File: config.mk
export PLATFORM = sky130hd
export DESIGN_NAME = mfm_sync_search_ctrl_flat
export DESIGN_NICKNAME = d
export VERILOG_FILES = /design/src/rtl/mfm_sync_search_ctrl_pkg.sv /design/src/rtl/mfm_sync_search_ctrl_if.sv /design/src/rtl/mfm_sync_search_ctrl_sync_edge_detect.sv /design/src/rtl/mfm_sync_search_ctrl.sv /design/src/flat_wrapper.sv
export SDC_FILE = /design/constraint.sdc
export NUM_CORES = 1
export LEC_CHECK = 0
export CAP_MARGIN = 15
export CORE_ASPECT_RATIO = 2
export CORE_MARGIN = 4
export CORE_UTILIZATION = 57
export CTS_CLUSTER_DIAMETER = 50
export DETAILED_ROUTE_END_ITERATION = 16
export PLACE_DENSITY = 0.79
export SLEW_MARGIN = 20
export SYNTH_ARGS = -nofsm -noshare
export SYNTH_HDL_FRONTEND = slang
export SYNTH_SLANG_ARGS = --single-unit
File: constraint.sdc
create_clock -name CLK_PLL32MHZ -period 6.2 [get_ports CLK_PLL32MHZ]
set_clock_uncertainty 0.15 [all_clocks]
set_input_delay 0.93 -clock CLK_PLL32MHZ [delete_from_list [all_inputs] [get_ports CLK_PLL32MHZ]]
set_output_delay 0.93 -clock CLK_PLL32MHZ [all_outputs]
set_load 0.005 [all_outputs]
File: src/rtl/mfm_sync_search_ctrl_pkg.sv
// Shared definitions for the MFM sync-word search controller:
// FSM state encoding and default counter widths.
package mfm_sync_search_ctrl_pkg;

    localparam int DEF_GAP_W = 12;  // inter-match gap counter / GAP_LIMIT
    localparam int DEF_LEN_W = 20;  // acquisition length counter / ACQ_LEN
    localparam int DEF_CNT_W = 4;   // match counter / MATCH_COUNT

    typedef enum logic [2:0] {
        ST_IDLE     = 3'd0,
        ST_WAIT_IDX = 3'd1,
        ST_SEARCH   = 3'd2,
        ST_ACQUIRE  = 3'd3,
        ST_DONE     = 3'd4,
        ST_TIMEOUT  = 3'd5
    } state_t;

endpackage

File: src/rtl/mfm_sync_search_ctrl_if.sv
// Control/status bundle of the sync search controller.
//   slave  : the controller (takes command/config + raw detector/index inputs,
//            drives ACQ_RUN, SYNC_FOUND, BUSY, DONE, TIMED_OUT)
//   master : the host side driving commands and observing status
interface mfm_sync_search_ctrl_if
    import mfm_sync_search_ctrl_pkg::*;
#(
    parameter int GAP_W = DEF_GAP_W,
    parameter int LEN_W = DEF_LEN_W,
    parameter int CNT_W = DEF_CNT_W
) ();
    logic             START;
    logic             ABORT;
    logic             WAIT_INDEX;
    logic [CNT_W-1:0] MATCH_COUNT;
    logic [GAP_W-1:0] GAP_LIMIT;
    logic [7:0]       INDEX_LIMIT;
    logic [LEN_W-1:0] ACQ_LEN;
    logic             SYNC_DET_IN;
    logic             INDEX_IN;
    logic             ACQ_RUN;
    logic             SYNC_FOUND;
    logic             BUSY;
    logic             DONE;
    logic             TIMED_OUT;

    modport slave (
        input  START, ABORT, WAIT_INDEX, MATCH_COUNT, GAP_LIMIT, INDEX_LIMIT,
               ACQ_LEN, SYNC_DET_IN, INDEX_IN,
        output ACQ_RUN, SYNC_FOUND, BUSY, DONE, TIMED_OUT
    );

    modport master (
        output START, ABORT, WAIT_INDEX, MATCH_COUNT, GAP_LIMIT, INDEX_LIMIT,
               ACQ_LEN, SYNC_DET_IN, INDEX_IN,
        input  ACQ_RUN, SYNC_FOUND, BUSY, DONE, TIMED_OUT
    );
endinterface

File: src/rtl/mfm_sync_search_ctrl_sync_edge_detect.sv
// sync_edge_detect: 2-FF synchroniser followed by a registered rising-edge
// detector. pulse is high for one clock, 3 clocks after din rises; a held-high
// din produces a single pulse.
//   clk, rst_n : clock, async active-low reset
//   din        : asynchronous input
//   pulse      : 1-clk rising-edge pulse
module sync_edge_detect (
    input  logic clk,
    input  logic rst_n,
    input  logic din,
    output logic pulse
);
    // pipe[0], pipe[1]: synchroniser; pipe[2]: previous synchronised value
    logic [2:0] pipe;

    always_ff @(posedge clk or negedge rst_n) begin
        if (!rst_n) begin
            pipe  <= '0;
            pulse <= 1'b0;
        end else begin
            pipe  <= {pipe[1:0], din};
            pulse <= pipe[1] & ~pipe[2];
        end
    end
endmodule

File: src/rtl/mfm_sync_search_ctrl.sv
// mfm_sync_search_ctrl: runs one MFM sync-word search and acquisition.
// Optionally arms on an index edge, then requires MATCH_COUNT consecutive
// detector matches, each within GAP_LIMIT clocks of the previous one, then
// gates the acquisition engine with ACQ_RUN for ACQ_LEN clocks (0 = until
// ABORT). Gives up after INDEX_LIMIT index edges (0 = never).
//   CLK_PLL32MHZ : 32 MHz master clock
//   RESET_n      : async active-low reset
//   bus          : command/config inputs, raw detector/index, status outputs
module mfm_sync_search_ctrl
    import mfm_sync_search_ctrl_pkg::*;
#(
    parameter int GAP_W = DEF_GAP_W,
    parameter int LEN_W = DEF_LEN_W,
    parameter int CNT_W = DEF_CNT_W
) (
    input  logic                   CLK_PLL32MHZ,
    input  logic                   RESET_n,
    mfm_sync_search_ctrl_if.slave  bus
);
    logic match_e, index_e;

    sync_edge_detect u_sync_det (
        .clk   (CLK_PLL32MHZ),
        .rst_n (RESET_n),
        .din   (bus.SYNC_DET_IN),
        .pulse (match_e)
    );

    sync_edge_detect u_index (
        .clk   (CLK_PLL32MHZ),
        .rst_n (RESET_n),
        .din   (bus.INDEX_IN),
        .pulse (index_e)
    );

    state_t           state, state_n;
    logic [CNT_W-1:0] mcnt, mcnt_n, mcnt_inc, cfg_mc, mc_eff;
    logic [GAP_W-1:0] gap, gap_n, gap_inc, cfg_gap;
    logic [7:0]       icnt, icnt_n, icnt_inc, cfg_il;
    logic [LEN_W-1:0] lcnt, lcnt_n, lcnt_inc, cfg_len;
    logic             cfg_load, sync_found, complete;

    // Saturating increments
    assign mcnt_inc = (&mcnt) ? mcnt : mcnt + 1'b1;
    assign gap_inc  = (&gap)  ? gap  : gap  + 1'b1;
    assign icnt_inc = (&icnt) ? icnt : icnt + 1'b1;
    assign lcnt_inc = (&lcnt) ? lcnt : lcnt + 1'b1;

    // A required count of 0 behaves as 1
    assign mc_eff = (cfg_mc == '0) ? {{(CNT_W-1){1'b0}}, 1'b1} : cfg_mc;

    always_ff @(posedge CLK_PLL32MHZ or negedge RESET_n) begin
        if (!RESET_n) begin
            state   <= ST_IDLE;
            mcnt    <= '0;
            gap     <= '0;
            icnt    <= '0;
            lcnt    <= '0;
            cfg_mc  <= '0;
            cfg_gap <= '0;
            cfg_il  <= '0;
            cfg_len <= '0;
        end else begin
            state <= state_n;
            mcnt  <= mcnt_n;
            gap   <= gap_n;
            icnt  <= icnt_n;
            lcnt  <= lcnt_n;
            if (cfg_load) begin
                cfg_mc  <= bus.MATCH_COUNT;
                cfg_gap <= bus.GAP_LIMIT;
                cfg_il  <= bus.INDEX_LIMIT;
                cfg_len <= bus.ACQ_LEN;
            end
        end
    end

    always_comb begin
        state_n    = state;
        mcnt_n     = mcnt;
        gap_n      = gap;
        icnt_n     = icnt;
        lcnt_n     = lcnt;
        cfg_load   = 1'b0;
        sync_found = 1'b0;
        complete   = 1'b0;

        if (bus.ABORT) begin
            state_n = ST_IDLE;
            mcnt_n  = '0;
            gap_n   = '0;
            icnt_n  = '0;
            lcnt_n  = '0;
        end else begin
            case (state)
                ST_IDLE, ST_DONE, ST_TIMEOUT: begin
                    if (bus.START) begin
                        cfg_load = 1'b1;
                        mcnt_n   = '0;
                        gap_n    = '0;
                        icnt_n   = '0;
                        lcnt_n   = '0;
                        state_n  = bus.WAIT_INDEX ? ST_WAIT_IDX : ST_SEARCH;
                    end
                end
                ST_WAIT_IDX: begin
                    if (index_e) begin
                        state_n = ST_SEARCH;
                        icnt_n  = '0;
                        mcnt_n  = '0;
                        gap_n   = '0;
                    end
                end
                ST_SEARCH: begin
                    if (match_e) begin
                        gap_n = '0;
                        if (mcnt_inc >= mc_eff) begin
                            complete   = 1'b1;
                            sync_found = 1'b1;
                            state_n    = ST_ACQUIRE;
                            mcnt_n     = '0;
                            lcnt_n     = '0;
                        end else begin
                            mcnt_n = mcnt_inc;
                        end
                    end else if (mcnt != '0) begin
                        // Gap only runs while a partial sequence is pending
                        if (gap_inc >= cfg_gap) begin
                            mcnt_n = '0;
                            gap_n  = '0;
                        end else begin
                            gap_n = gap_inc;
                        end
                    end
                    // A completing match on the same clock suppresses timeout
                    if (index_e && !complete) begin
                        icnt_n = icnt_inc;
                        if (cfg_il != '0 && icnt_inc >= cfg_il)
                            state_n = ST_TIMEOUT;
                    end
                end
                ST_ACQUIRE: begin
                    lcnt_n = lcnt_inc;
                    if (cfg_len != '0 && lcnt_inc >= cfg_len)
                        state_n = ST_DONE;
                end
                default: state_n = ST_IDLE;
            endcase
        end
    end

    // Status decodes straight from state so async reset clears them at once
    assign bus.ACQ_RUN    = (state == ST_ACQUIRE);
    assign bus.SYNC_FOUND = sync_found;
    assign bus.BUSY       = (state == ST_WAIT_IDX) || (state == ST_SEARCH) ||
                            (state == ST_ACQUIRE);
    assign bus.DONE       = (state == ST_DONE);
    assign bus.TIMED_OUT  = (state == ST_TIMEOUT);
endmodule
File: src/flat_wrapper.sv
// flat-port wrapper written by rule: the top's interface ports become plain ports
module mfm_sync_search_ctrl_flat import mfm_sync_search_ctrl_pkg::*;
#(
    parameter int GAP_W = DEF_GAP_W,
    parameter int LEN_W = DEF_LEN_W,
    parameter int CNT_W = DEF_CNT_W
)
  (CLK_PLL32MHZ, RESET_n, bus_START, bus_ABORT, bus_WAIT_INDEX, bus_MATCH_COUNT, bus_GAP_LIMIT, bus_INDEX_LIMIT, bus_ACQ_LEN, bus_SYNC_DET_IN, bus_INDEX_IN, bus_ACQ_RUN, bus_SYNC_FOUND, bus_BUSY, bus_DONE, bus_TIMED_OUT);
  mfm_sync_search_ctrl_if #(.GAP_W(GAP_W), .LEN_W(LEN_W), .CNT_W(CNT_W)) bus_i ();
  input  logic CLK_PLL32MHZ;
  input  logic RESET_n;
  input wire logic [$bits(bus_i.START)-1:0] bus_START;
  input wire logic [$bits(bus_i.ABORT)-1:0] bus_ABORT;
  input wire logic [$bits(bus_i.WAIT_INDEX)-1:0] bus_WAIT_INDEX;
  input wire logic [$bits(bus_i.MATCH_COUNT)-1:0] bus_MATCH_COUNT;
  input wire logic [$bits(bus_i.GAP_LIMIT)-1:0] bus_GAP_LIMIT;
  input wire logic [$bits(bus_i.INDEX_LIMIT)-1:0] bus_INDEX_LIMIT;
  input wire logic [$bits(bus_i.ACQ_LEN)-1:0] bus_ACQ_LEN;
  input wire logic [$bits(bus_i.SYNC_DET_IN)-1:0] bus_SYNC_DET_IN;
  input wire logic [$bits(bus_i.INDEX_IN)-1:0] bus_INDEX_IN;
  output wire logic [$bits(bus_i.ACQ_RUN)-1:0] bus_ACQ_RUN;
  output wire logic [$bits(bus_i.SYNC_FOUND)-1:0] bus_SYNC_FOUND;
  output wire logic [$bits(bus_i.BUSY)-1:0] bus_BUSY;
  output wire logic [$bits(bus_i.DONE)-1:0] bus_DONE;
  output wire logic [$bits(bus_i.TIMED_OUT)-1:0] bus_TIMED_OUT;
  assign bus_i.START = bus_START;
  assign bus_i.ABORT = bus_ABORT;
  assign bus_i.WAIT_INDEX = bus_WAIT_INDEX;
  assign bus_i.MATCH_COUNT = bus_MATCH_COUNT;
  assign bus_i.GAP_LIMIT = bus_GAP_LIMIT;
  assign bus_i.INDEX_LIMIT = bus_INDEX_LIMIT;
  assign bus_i.ACQ_LEN = bus_ACQ_LEN;
  assign bus_i.SYNC_DET_IN = bus_SYNC_DET_IN;
  assign bus_i.INDEX_IN = bus_INDEX_IN;
  assign bus_ACQ_RUN = bus_i.ACQ_RUN;
  assign bus_SYNC_FOUND = bus_i.SYNC_FOUND;
  assign bus_BUSY = bus_i.BUSY;
  assign bus_DONE = bus_i.DONE;
  assign bus_TIMED_OUT = bus_i.TIMED_OUT;
  mfm_sync_search_ctrl #(.GAP_W(GAP_W), .LEN_W(LEN_W), .CNT_W(CNT_W)) u_core (.CLK_PLL32MHZ(CLK_PLL32MHZ), .RESET_n(RESET_n), .bus(bus_i));
endmodule
== Yosys cells after proc, flatten, opt, wreduce, memory -nomap -nowiden ==
Cells that the tools add are included.
Word-level totals
  latch bits: 0
  flip-flop bits (word level): 99
  bits in read-only memories: 0
  RAM bits: 0
  memories: 0
  input bits: 51
Cells by class
  mux-type cells: 49
  divide/modulo/power cells: 0
  reduce and logical (&&, ||, !) cells: 23
  multipliers: 0
  bitwise logic cells: 4
  add/sub/neg operators: 4
  equality and inequality tests: 13
  $lt $le $gt $ge: 4
  shift-type cells: 0
Operator list (count)
  two-way mux 20 bit: 5
  two-way mux 12 bit: 7
  case mux 20 bit (3 select lines): 1
  two-way mux 8 bit: 5
  two-way mux 4 bit: 9
  case mux 12 bit (3 select lines): 1
  two-way mux 3 bit: 8
  case mux 8 bit (3 select lines): 1
  adder 20 x 1 -> 20 bit (second input constant): 1
  >= comparator 20 bit: 1
  AND reduction 20 bit: 1
  nonzero test 20 bit: 1
  AND reduction 4 bit: 4
  adder 12 x 1 -> 12 bit (second input constant): 1
  >= comparator 12 bit: 1
  case mux 3 bit (4 select lines): 1
  case mux 4 bit (3 select lines): 1
  AND reduction 12 bit: 1
  nonzero test 4 bit: 3
  two-way mux 1 bit: 9
  inequality test 3 x 2 -> 1 bit (second input constant): 3
  inequality test 3 bit (second input constant): 3
  adder 8 x 1 -> 8 bit (second input constant): 1
  >= comparator 8 bit: 1
  19 further kinds: 27

== Logic depth before layout (Yosys ltp) ==
  depth in word-level cells: 12
  mapped depth: 14
  mapped depth without buffers: 13

== Cells and area by module ==
Synthesis repeated with hierarchy kept, for this count alone.
Unflattened totals
  cells, all modules: 669
  area total of the unflattened synthesis: 6433.7 um^2
Modules (own cells, without submodules)
  mfm_sync_search_ctrl: instances 1, cells an instance 659, seq. area each 2277.2 um^2, area each 6206.0 um^2
  sync_edge_detect: instances 2, cells an instance 5, seq. area each 100.1 um^2, area each 113.9 um^2

== Least setup slack after synthesis ==
Ideal clock, no wire load.
  path type: register -> register
  start point: register u_core.gap[0]
  end point: register u_core.mcnt[0]
  cell stages (with the launch flop): 15
  setup slack: 2.656 ns
  period minus slack after synthesis: 3.544 ns
  arrival time: 3.312 ns
  setup time: 0.081 ns
  path through: dfrtp_1 > ha_1 > nand3_1 > nor3_1 > nand4_1 > clkbuf_1 > xnor2_1 > ha_1 > nand2b_1 > a2111o_1 > a311oi_1 > o21ai_2 > buf_6 > and2_1 > a31oi_2
Between the ends
  word-level cells in the longest chain between the ends: 5
  elaborated cells on any way between the ends: 6
  those cells by class: add/sub (1); order compare (1); eq/ne (1); mux (1); reduce/logical (2)
Ends and longest elaborated chain
  start, declared: RTL line mfm_sync_search_ctrl.sv:38  | logic [GAP_W-1:0] gap, gap_n, gap_inc, cfg_gap;
  start signal, assigned: RTL line mfm_sync_search_ctrl.sv:66  | gap <= gap_n;
  adder 12 x 1 -> 12 bit or AND reduction 12 bit (tied branches): RTL line mfm_sync_search_ctrl.sv:45  | assign gap_inc = (&gap) ? gap : gap + 1'b1;
  two-way mux 12 bit (*): RTL line mfm_sync_search_ctrl.sv:45
  >= comparator 12 bit (*): RTL line mfm_sync_search_ctrl.sv:128  | if (gap_inc >= cfg_gap) begin
  inequality test 4 x 3 -> 1 bit (no source line) (*)
  AND reduction 5 bit (no source line) (*)
  end signal, assigned: RTL line mfm_sync_search_ctrl.sv:65  | mcnt <= mcnt_n;
  end, declared: RTL line mfm_sync_search_ctrl.sv:37  | logic [CNT_W-1:0] mcnt, mcnt_n, mcnt_inc, cfg_mc, mc_eff;
Mark *: on every way between the ends. The rest lies on a longest branch, timed or not.
A chain may end at the register's enable or synchronous reset.

== Final worst setup path ==
  start point: register u_core.gap[0]
  end point: register u_core.gap[0]
Between the ends
  word-level cells in the longest chain between the ends: 8
  elaborated cells on any way between the ends: 9
  those cells by class: add/sub (1); order compare (1); mux (6); reduce/logical (1)
Ends and longest elaborated chain
  adder 12 x 1 -> 12 bit or AND reduction 12 bit (tied branches): RTL line mfm_sync_search_ctrl.sv:45
  two-way mux 12 bit (*): RTL line mfm_sync_search_ctrl.sv:45
  >= comparator 12 bit: RTL line mfm_sync_search_ctrl.sv:128
  two-way mux 12 bit (*): RTL line mfm_sync_search_ctrl.sv:128
  two-way mux 12 bit (*): RTL line mfm_sync_search_ctrl.sv:126  | end else if (mcnt != '0) begin
  two-way mux 12 bit (*): RTL line mfm_sync_search_ctrl.sv:115  | if (match_e) begin
  case mux 12 bit (3 select lines) (*): RTL line mfm_sync_search_ctrl.sv:95  | case (state)
  two-way mux 12 bit (*): RTL line mfm_sync_search_ctrl.sv:88  | if (bus.ABORT) begin
Mark *: on every way between the ends. The rest lies on a longest branch, timed or not. The select of a mux whose other input is x is not followed.

==> summary.md <==
| Metric | Value |
|---|---|
| First-pass GRT wire length | 24200 um |
| Die area | 12900 sq um |
| Worst-Margin Slew | 1060 ps |
| GRT overflow | 0 |
| IO buf count | 55 |
| Clock buffer count from CTS | 9 |
| Worst hold path type | reg2reg |
| CP Launch Type | flip-flop |
| Top cell type's share of synthesized area | 0.394 |
| Clk root buf | clkbuf_16 |
| Core Area | 10900 sq um |
| Largest net degree at the start of global routing | 70 |
| Post-CTS resize count | 0 |
| # clock sinks | 99 |
| # IOs | 56 |
| Leakage | 0.00338 uW |
| Drt drc | 0 |
| Mean Syn Cell Area | 9.57 sq um |
| Synth Register Bits | 99 |
| Fin util | 0.665 |
| Worst hold slack | 200 ps |
| Post-Synthesis Cell Area | 6290 sq um |
| DP HPWL | 11100 um |
| Syn-to-layout area delta | 15.0% |
| Slew HR | 0.291 |
| Gr usage total | 0.242 |
| Final Hold Viols | 0 |
| Nets | 803 |
| Most frequent cell after synthesis | dfrtp_1 |
| CTS clk-pin slew, worst paths | 70 ps |
| H-tree depth | 3 |
| Drt pass-1 iters | 5 |
| WL final | 14400 um |
| Outcome | finished clean |
| Die extent in y | 157 um |
| Area leader, netlist | dfrtp_1 |
| CTS tree | done |
| Max Clk Rate | 238 MHz |
| Wire per inst | 16.9 um |
| Top post-synthesis cells by count | dfrtp_1, nor2_1, inv_1 |
| Max Transition Viols Final | 0 |
| Worst EP arrival | 4330 ps |
| Vias per cell | 6.01 |
| Setup Fix Bufs, Post-CTS | 0 |
| CP max FO | 19 |
| Asr flop ratio synth | 1.00 |
| Worst IR Drop VDD | 208 uV |
| Final worst setup slack | 1990 ps |
| Largest cells by area after synthesis | dfrtp_1, ha_1, mux2_2 |
| Worst path required time | 6330 ps |
| Number of global-route vias before repair | 5320 |
| Post-synth cell types | 67 |
| Diode count | 0 |
| # rows | 54 |
| Cell count after synthesis | 657 |
| Min Tclk post-route | 4210 ps |
| RSZ-0062 raised after global routing | false |
| EDFF count, synth | 0 |
| Routed vias | 5095 |
| Hold-fix buffers, CTS | 0 |
| Top_reg_cell synth | dfrtp_1 |
| Post-synthesis sequential area ratio | 0.394 |
| Setup-failing EPs final | 0 |
| Pre-CTS setup slack | 2040 ps |
| Setup TNS | 0 ps |
| Antenna viol nets, final | 0 |
| Layout cells sized above 1 | 0.116 |
| YS warnings | 0 |
| Clock latency on the worst-skew pair | 340 ps |
| Filler instances | 884 |
| Horiz. Die Dim | 82.3 um |
| Fin crit share | 0.678 |
| Final Wtd Congestion | 0.894 |
| PwrDens | 316 nW/um^2 |
| Clk buf depth | 2 |
| CP endpoint kind | flip-flop |
| Initial antenna violation count | 0 |
| Syn Nets | 757 |
| Design Power | 2290 uW |
| MaxCap Viol Count | 0 |
| Iter 0 DRT Violations | 284 |
| Initial Util | 0.578 |
| Worst Setup Path Type | reg2reg |
==> cell usage in the layout (no fill, tap or decap), types with 13 or more instances in the layout <==
cell	count
a21oi_1	32
and3_1	13
clkdlybuf4s50_1	54
dfrtp_1	99
ha_1	49
inv_1	57
mux2_2	48
nand2_1	44
nand3_1	23
nor2_1	59
o21ai_0	22
xnor2_1	15
==> stage by stage <==
| stage | instances | cell area (sq um) |
|---|---|---|
| after floorplan | 657 | 6290 |
| after global placement | 832 | 6920 |
| after detailed placement | 832 | 6920 |
| after CTS | 848 | 7220 |
| after global routing | 848 | 7230 |
| final | 848 | 7230 |
==> layout make-up <==
type                            count  area (sq um)  area share
Multi-Input combinational cell    479          3500       0.484
Sequential cell                    99          2480       0.343
Timing Repair Buffer               57           563      0.0779
Clock buffer                       11           243      0.0336
Inverter                           57           214      0.0296
Tap cell                          140           175      0.0242
Clock inverter                      5          60.1     0.00831
==> final timing paths <==
check | from | depth (start not counted) | end | slack [ps]
min reg2reg | u_core.u_index.pipe[0] | 0 | u_core.u_index.pipe[1] | 200
max in group asynchronous | RESET_n | 2 | u_core.gap[10] | 4310
max | u_core.gap[0] | 12 | u_core.gap[0] | 1990
min | u_core.u_index.pipe[0] | 0 | u_core.u_index.pipe[1] | 200
min in group asynchronous | RESET_n | 1 | u_core.cfg_il[6] | 350
max reg2reg | u_core.gap[0] | 12 | u_core.gap[0] | 1990
==> metal layers <==
layer,track usage,wire length [um],up-vias
met1,0.256,5220,2476
met3,0.0346,448,54
met5,0,0,-
met4,0.139,816,0
li1,-,-,2433
met2,0.438,7880,132
==> worst max-delay path, stage by stage (launching register included) <==
cell and delay (ps):
dfrtp_1 470, ha_1 230, nand3_1 140, nor3_1 310, nand4_1 600, xnor2_1 370, ha_1 260, nand2b_1 150
a2111o_1 400, a311oi_1 320, o21ai_2 230, o21ai_0 300, a22o_1 210
==> logic make-up after synthesis <==
group	Yosys count	share of synthesized area
XOR/XNOR	27	0.0376
multiplexers	55	0.0973
AO/OA/AOI/OAI	138	0.155
AND/OR/NAND/NOR	210	0.166
buffers and inverters	79	0.0523
adder cells (fa/ha/maj)	49	0.0975
flip-flops	99	0.394
==> registers in the layout, indices dropped and copies added, names as in the netlist <==
| signal | flops |
|---|---|
| u_core.u_sync_det.pulse | 1 |
| u_core.icnt | 8 |
| u_core.state | 3 |
| u_core.cfg_len | 20 |
| u_core.lcnt | 20 |
| u_core.cfg_mc | 4 |
| u_core.cfg_il | 8 |
| u_core.cfg_gap | 12 |
| u_core.gap | 12 |
| u_core.u_index.pipe | 3 |
| u_core.u_sync_det.pipe | 3 |
| u_core.mcnt | 4 |
| u_core.u_index.pulse | 1 |
==> report_power, final <==
part / switching (uW) / total [uW] / leakage (uW) / internal, uW
sequential: 143 / 953 / 0.00127 / 810
clock: 248 / 574 / 0.000147 / 327
combinational: 390 / 760 / 0.00197 / 370
total: 781 / 2290 / 0.00338 / 1510
No activity file was read; power rests on OpenSTA's default activity.
==> edit, RTL diff (same settings) <==
The 6 states of `state_t` get a Gray code encoding in 3 bits.
--- a/src/rtl/mfm_sync_search_ctrl_pkg.sv
+++ b/src/rtl/mfm_sync_search_ctrl_pkg.sv
@@ -8,10 +8,10 @@
 
     typedef enum logic [2:0] {
-        ST_IDLE     = 3'd0,
-        ST_WAIT_IDX = 3'd1,
-        ST_SEARCH   = 3'd2,
-        ST_ACQUIRE  = 3'd3,
-        ST_DONE     = 3'd4,
-        ST_TIMEOUT  = 3'd5
+        ST_IDLE     = 3'b000,
+        ST_WAIT_IDX = 3'b001,
+        ST_SEARCH   = 3'b011,
+        ST_ACQUIRE  = 3'b010,
+        ST_DONE     = 3'b110,
+        ST_TIMEOUT  = 3'b111
     } state_t;
 
Formal check against the unedited RTL: same outputs for any inputs over 4 cycles, from zero or initial values and one cycle with RESET_n low; so few cycles prove little.
==> edit against the original RTL <==
Wire length is 5.7% higher. Synthesized area up 0.80%. Total power up 8.2%. Sequential cell count stayed put. Count of clock-buffer cells in the layout fell by 2. Worst setup slack better by 0.15 ns. Clock power increased by 12%. Final area increased by 1.1%. Largest cell class unchanged.
==> edit: results <==
export IMPL_drive_above_1_share_pct=12.96
export IMPL_first_global_vias=5409
export IMPL_grt_pass1_wl_um=24880
export IMPL_cp_endpoint="bus_SYNC_FOUND"
export IMPL_place_gp_congestion=0.9232
export IMPL_grt_max_degree=56
export IMPL_cp_slowest_cell="a2111oi_4"
export IMPL_synth_adder_area_share_pct=9.674
export IMPL_worstMarginPinSlew_ns=0.8809
export IMPL_yosys_cell_types_count=74
export IMPL_hold_path_endpoint="u_core.u_sync_det.pipe[1]"
export IMPL_syn_area_per_cell_um2=9.750
export IMPL_synth_xor_area_share_pct=3.317
export IMPL_dpl_instance_area_um2=6973
export IMPL_drt_total_wl_um=15190
export IMPL_yosysSeqAreaShare_pct=39.09
export IMPL_status="finished, final reports clean"
export IMPL_ir_drop_mv=0.2318
export IMPL_slowest_delay_ns=0.53
export IMPL_intPower_mw=1.622
export IMPL_wire_per_inst_um=18.03
export IMPL_p_per_area_nw_per_um2=338.8
export IMPL_synth_mux_area_share_pct=9.240
export IMPL_cp_startpoint="u_core.mcnt[0]"
export IMPL_crit_fanout=6
export IMPL_r2r_cells=11
export IMPL_drtIter0Drc=371
export IMPL_placed_cells=827
export IMPL_syn_nets=750
export IMPL_nets=798
export IMPL_via_count=5225
export IMPL_track_usage_pct=24.85
## edit: worst register-to-register path: cells and delay by family, from the launching register on
kind | cells | cell delay [ns]
flops | 1 | 0.50
xor+xnor | 1 | 0.16
fa+ha+maj | 1 | 0.30
compound gates | 3 | 0.51
simple gates | 6 | 2.28
## edit: per-layer routing
layer / share of wire (%) / global-route usage (%) / wire [µm] / vias up
met5: 0 / 0 / 0 / -
met4: 5.4 / 14.50 / 814 / 0
met3: 4.2 / 3.666 / 634 / 64
met2: 54 / 44.56 / 8142 / 189
met1: 37 / 26.61 / 5593 / 2514
li1: - / - / - / 2458
## edit: layout make-up
type	count	area share [%]
multi-input combinational	475	48.52
timing repair buffer	57	7.702
sequential	99	33.89
inverter	56	2.875
tap	140	2.396
clock inverter	6	1.540
clock buffer	9	3.081
